--- config.mk ---
export PLATFORM = sky130hd
export DESIGN_NAME = mem_copy_engine
export DESIGN_NICKNAME = d
export VERILOG_FILES = /design/src/rtl/mem_copy_engine.sv
export SDC_FILE = /design/constraint.sdc
export NUM_CORES = 1
export LEC_CHECK = 0
export BUFFER_PORTS_ARGS = -buffer_cell sky130_fd_sc_hd__buf_2
export CORE_ASPECT_RATIO = 1.1
export CORE_MARGIN = 2
export CORE_UTILIZATION = 53
export CTS_CLUSTER_DIAMETER = 120
export CTS_CLUSTER_SIZE = 14
export DETAILED_ROUTE_END_ITERATION = 16
export PLACE_DENSITY = 0.8
export SLEW_MARGIN = 25
export SYNTH_ARGS = -nofsm -noshare
export SYNTH_HDL_FRONTEND = slang
export SYNTH_SLANG_ARGS = --single-unit
export TNS_END_PERCENT = 1
--- constraint.sdc ---
create_clock -name CLK -period 1.7 [get_ports CLK]
set_input_delay 0.17 -clock CLK [delete_from_list [all_inputs] [get_ports CLK]]
set_output_delay 0.17 -clock CLK [all_outputs]
set_load 0.02 [all_outputs]
--- src/rtl/mem_copy_engine.sv ---
`default_nettype none
// +----------------------------------------------------------------------------+
// | Module      : mem_copy_engine                                              |
// | Description : Byte-wise memory copy engine. Copies len bytes from src_addr |
// |               to dst_addr in strict forward order through a single-port    |
// |               memory (combinational read, write on posedge CLK).           |
// |               Optional fill mode writes a constant byte instead of copying;|
// |               it is compiled in when the macro MEMCPY_FILL_EN is defined.  |
// | Revision    : 1.0 - initial release                                        |
// +----------------------------------------------------------------------------+
module mem_copy_engine (
  input  logic       CLK,
  input  logic       RST,
  input  logic       start,
  input  logic [7:0] src_addr,
  input  logic [7:0] dst_addr,
  input  logic [7:0] len,
`ifdef MEMCPY_FILL_EN
  input  logic       fill_mode,
  input  logic [7:0] fill_data,
`endif
  input  logic [7:0] mem_rdata,
  output logic [7:0] mem_addr,
  output logic [7:0] mem_wdata,
  output logic       mem_we,
  output logic       busy,
  output logic       done
);

  typedef enum logic [1:0] {
    S_IDLE  = 2'd0,
    S_READ  = 2'd1,
    S_WRITE = 2'd2,
    S_DONE  = 2'd3
  } state_t;

  state_t     state_q, state_d;
  logic [7:0] src_q, src_d;
  logic [7:0] dst_q, dst_d;
  logic [7:0] cnt_q, cnt_d;
  logic [7:0] hold_q, hold_d;

  // Fill-mode view: the FSM only ever looks at these, so the copy-only build
  // simply ties them off and the fill branches fold away.
  logic       fill_act;     // latched fill mode of the running transfer
  logic       fill_req;     // fill mode requested on the start cycle
  logic [7:0] fill_byte;    // latched fill value

`ifdef MEMCPY_FILL_EN
  logic       fill_mode_q, fill_mode_d;
  logic [7:0] fill_data_q, fill_data_d;

  assign fill_act  = fill_mode_q;
  assign fill_req  = fill_mode;
  assign fill_byte = fill_data_q;

  // Fill parameters are captured together with the rest of the request.
  always_comb begin
    fill_mode_d = fill_mode_q;
    fill_data_d = fill_data_q;
    if (state_q == S_IDLE && start) begin
      fill_mode_d = fill_mode;
      fill_data_d = fill_data;
    end
  end

  // Fill parameter registers.
  always_ff @(posedge CLK) begin
    if (RST) begin
      fill_mode_q <= 1'b0;
      fill_data_q <= 8'h00;
    end else begin
      fill_mode_q <= fill_mode_d;
      fill_data_q <= fill_data_d;
    end
  end
`else
  assign fill_act  = 1'b0;
  assign fill_req  = 1'b0;
  assign fill_byte = 8'h00;
`endif

  // State, pointer, count and holding registers.
  always_ff @(posedge CLK) begin
    if (RST) begin
      state_q <= S_IDLE;
      src_q   <= 8'h00;
      dst_q   <= 8'h00;
      cnt_q   <= 8'h00;
      hold_q  <= 8'h00;
    end else begin
      state_q <= state_d;
      src_q   <= src_d;
      dst_q   <= dst_d;
      cnt_q   <= cnt_d;
      hold_q  <= hold_d;
    end
  end

  // Next-state logic and memory-side outputs. Each byte is read in its own
  // cycle after the previous write has committed, which keeps overlapping
  // forward copies correct (the data propagates byte by byte).
  always_comb begin
    state_d   = state_q;
    src_d     = src_q;
    dst_d     = dst_q;
    cnt_d     = cnt_q;
    hold_d    = hold_q;
    mem_addr  = 8'h00;
    mem_wdata = 8'h00;
    mem_we    = 1'b0;

    case (state_q)
      S_IDLE: begin
        if (start) begin
          src_d = src_addr;
          dst_d = dst_addr;
          cnt_d = len;
          if (len == 8'd0) begin
            state_d = S_DONE;
          end else if (fill_req) begin
            state_d = S_WRITE;
          end else begin
            state_d = S_READ;
          end
        end
      end

      S_READ: begin
        mem_addr = src_q;
        hold_d   = mem_rdata;
        state_d  = S_WRITE;
      end

      S_WRITE: begin
        mem_addr  = dst_q;
        mem_we    = 1'b1;
        mem_wdata = fill_act ? fill_byte : hold_q;
        // Pointers wrap naturally at 8 bits.
        dst_d     = dst_q + 8'd1;
        cnt_d     = cnt_q - 8'd1;
        if (!fill_act) begin
          src_d = src_q + 8'd1;
        end
        if (cnt_q == 8'd1) begin
          state_d = S_DONE;
        end else if (fill_act) begin
          state_d = S_WRITE;
        end else begin
          state_d = S_READ;
        end
      end

      S_DONE: begin
        state_d = S_IDLE;
      end

      default: begin
        state_d = S_IDLE;
      end
    endcase
  end

  assign busy = (state_q != S_IDLE);
  assign done = (state_q == S_DONE);

endmodule
`default_nettype wire

==> metrics.csv <==
stage,metric,value,unit
run_status,outcome,finished clean,
critical_path,critPathRequiredTime,1.53,ns
critical_path,startpoint_type,flop,
final_layout,fin_util,72.4,%
timing,setup_violations,0,
routing,wl_per_cell,15.3,µm
timing,min_period_over_period,97.9,%
placement,routabilityCongestion,0.915,
timing,drv_slew,0,
synth,avgSynthCellArea,8.04,µm²
synth,syn_nets,299,
worst_hold_path,hold-path-endpoint,hold_q[6],
floorplan,core,3680,µm²
synth,yosysWarningCount,0,
timing,final.setup.tns,0,ns
run,cap_violations,0,
floorplan,die-area,4400,µm²
timing,worstMarginPinSlew,0.569,ns
clock_network,clkSlewWorstSetupHoldPaths,0.07,ns
timing,rsz0062_at_grt,true,
timing,fin_skew,0.00468,ns
floorplan,start_util,55.9,%
timing,hold_viol_final,0,
timing,fmax,601,MHz
synth,synth_top_area_share,33.1,%
clock_network,htree_levels,2,
routing,dr.pass1.iters,5,
worst_hold_path,hp-start,mem_rdata[6],
routing,drt-initial-drc-count,182,
pwr,power.density,1800,nW/µm²
placement,place.port_buffers,53,
synth,ys_top_cells_by_area,"dfxtp_1 33%, mux2i_1 5.8%, a21oi_1 5.6%, o21ai_0 5.1%, ha_1 4.9%",
final_layout,insertedDiodeCount,0,
synth,ys_seq_area_share,33.1,%
pwr,ir_worst_vdd,0.832,mV
synth,async_flop_share,0,%
pwr,leakagePower,1.08,nW
routing,wirelength,5.70,mm
clock_network,root_buffer,clkbuf_8,
synth,synth.cell_area,2060,µm²
timing,timing.hold.ws,0.111,ns
grt,grt_pass1_vias,2009,
critical_path,r2r_slack,0.05,ns
worst_hold_path,min_delay_path_depth,3,
grt,grt_max_degree,32,
grt,antenna_found_initial,0,
worst_hold_path,min_path_type,in2reg,
critical_path,crit_type,reg2out,
routing,vias_per_cell,5.87,
final_layout,nets,364,
floorplan,fp.dieH,69.4,µm
pwr,finalPower,4.80,mW
final_layout,drive_gt1_share,30.7,%
synth,synth_ff_type,dfxtp_1,
synth,synth-seq-cells,34,
placement,dp_hpwl,3.78,mm
clock_network,cts.sinks,34,
grt,track_usage,25.3,%
routing,postRouteAntennaNets,0,
synth,synth_edf_count,0,
grt,grt_pass1_wl,9.01,mm
clock_network,cts.hold.buffers_added,0,
floorplan,rows,23,
timing,finalCriticalPeriod,1.67,ns
synth,yosysUniqueCellTypes,38,
synth,synth_top_cell_by_area,dfxtp_1,
final_layout,area_growth,29.5,%
clock_network,clk_path_buf_depth,2,
critical_path,rr_endpoint,cnt_q[0],
clock_network,clk_latency,0.29,ns
clock_network,cts_tree,done,
final_layout,fillerInstances,320,
routing,vias,2185,
critical_path,timing.rr.start,state_q[0],
clock_network,numCtsBuffers,5,
floorplan,ios,54,
critical_path,rr_worst_depth,6,
timing,relSlewSlack,62.1,%
floorplan,die_w,63.4,µm
critical_path,critical_path_arrival,1.50,ns
critical_path,worstSetupEndpointType,output port,
critical_path,critPathMaxFanout,9,
synth,synthCells,256,
routing,drc,0,
grt,grt-ovfl-total,0,
[registers in the layout (all words and copies together), names as in the netlist]
name / cells
src_q: 8
cnt_q: 8
state_q: 2
dst_q: 8
hold_q: 8
[report_power, final]
group          internal, mW  leakage (nW)  switching (mW)
Clock                 0.327        0.0482           0.304
Combinational          1.30         0.751            1.48
Sequential             1.09         0.281           0.299
Total                  2.72          1.08            2.08
[timing repair]
item                                    4_1_cts  5_1_grt
cloned                                        0        1
buffers inserted                              1        3
endpoints found under the setup margin       16       23
resized for setup                            12       11
pin swaps                                     0        1
[per-stage QoR]
stage,setup WS [ns],instance area (µm²),instances
floorplan,-0.0347,2060,256
global placement,0.0797,2440,359
detailed placement,0.0292,2440,359
CTS,0.00109,2590,368
global route,-0.0113,2670,372
finish,0.0349,2670,372
[synth_stat cells (7+ instances only)]
library cell  number
ha_1               8
nor2_1            15
a21oi_1           23
nor2b_1           13
and2_1             8
nand2_1           13
dfxtp_1           34
buf_2              7
nor4_1             8
mux2i_1           12
nand3_1            7
inv_1             10
a22oi_1            9
clkbuf_1           8
nor3_1            13
o21ai_0           21
[layout by cell type, fill, tap and decap left out, types with 4 or more instances in the layout]
| cell type | count |
|---|---|
| nand2b_1 | 6 |
| a22oi_1 | 6 |
| buf_6 | 4 |
| dfxtp_1 | 32 |
| mux2i_1 | 12 |
| nand2_1 | 13 |
| clkbuf_8 | 6 |
| inv_1 | 8 |
| o21ai_0 | 21 |
| nor2_1 | 15 |
| nand4_1 | 4 |
| nor3_1 | 13 |
| and2_1 | 8 |
| buf_2 | 49 |
| a21oi_1 | 23 |
| o32ai_1 | 5 |
| ha_1 | 5 |
| nand3_1 | 7 |
| buf_4 | 21 |
| a211oi_1 | 6 |
| nor4_1 | 8 |
| nor2b_1 | 13 |
[worst max-delay path by stage]
stage,startpoint,to,slack (ns),depth (start not counted)
after global placement,state_q[1],cnt_q[5],0.08,6
final,state_q[0],mem_addr[5],0.03,7
after CTS,state_q[0],mem_wdata[6],0.001,6
after floorplan,state_q[0],mem_addr[7],-0.03,6
after detailed placement,state_q[1],cnt_q[5],0.03,6
after global routing,state_q[0],mem_addr[0],-0.01,7
[cell type report]
type                    count  area [µm²]  share of cell area [%]
inverters                  10        37.5                    1.41
clock buffers               7        86.3                    3.24
repair buffers             76         483                    18.1
flip-flops and latches     34         686                    25.7
multi-input cells         194        1310                    49.0
clock inverters             1        5.00                   0.188
well taps                  50        62.6                    2.35
[cells by family after synthesis]
family / synth area share (%)
AND/OR/NAND/NOR: 23.2
multiplexers: 7.66
flip-flops: 33.1
AO/OA/AOI/OAI: 24.6
buffers and inverters: 6.63
adder cells (fa/ha/maj): 4.86
[critical path, cell delays in order, from the launching register on]
cell	delay, ns
dfxtp_2	0.34
inv_2	0.05
ha_4	0.18
buf_6	0.14
buf_6	0.13
a22oi_1	0.15
nor2b_1	0.07
buf_4	0.15
[layer usage]
metal / part of all wire, % / track usage, % / vias to the layer above / wire, µm
met5: 0 / 0 / - / 0
met4: 1.0 / 7.97 / 0 / 59
met3: 7.4 / 5.52 / 7 / 422
met2: 49 / 42.7 / 96 / 2780
met1: 43 / 31.8 / 1014 / 2440
li1: - / - / 1068 / -
Power figures use the tool's default switching activity.
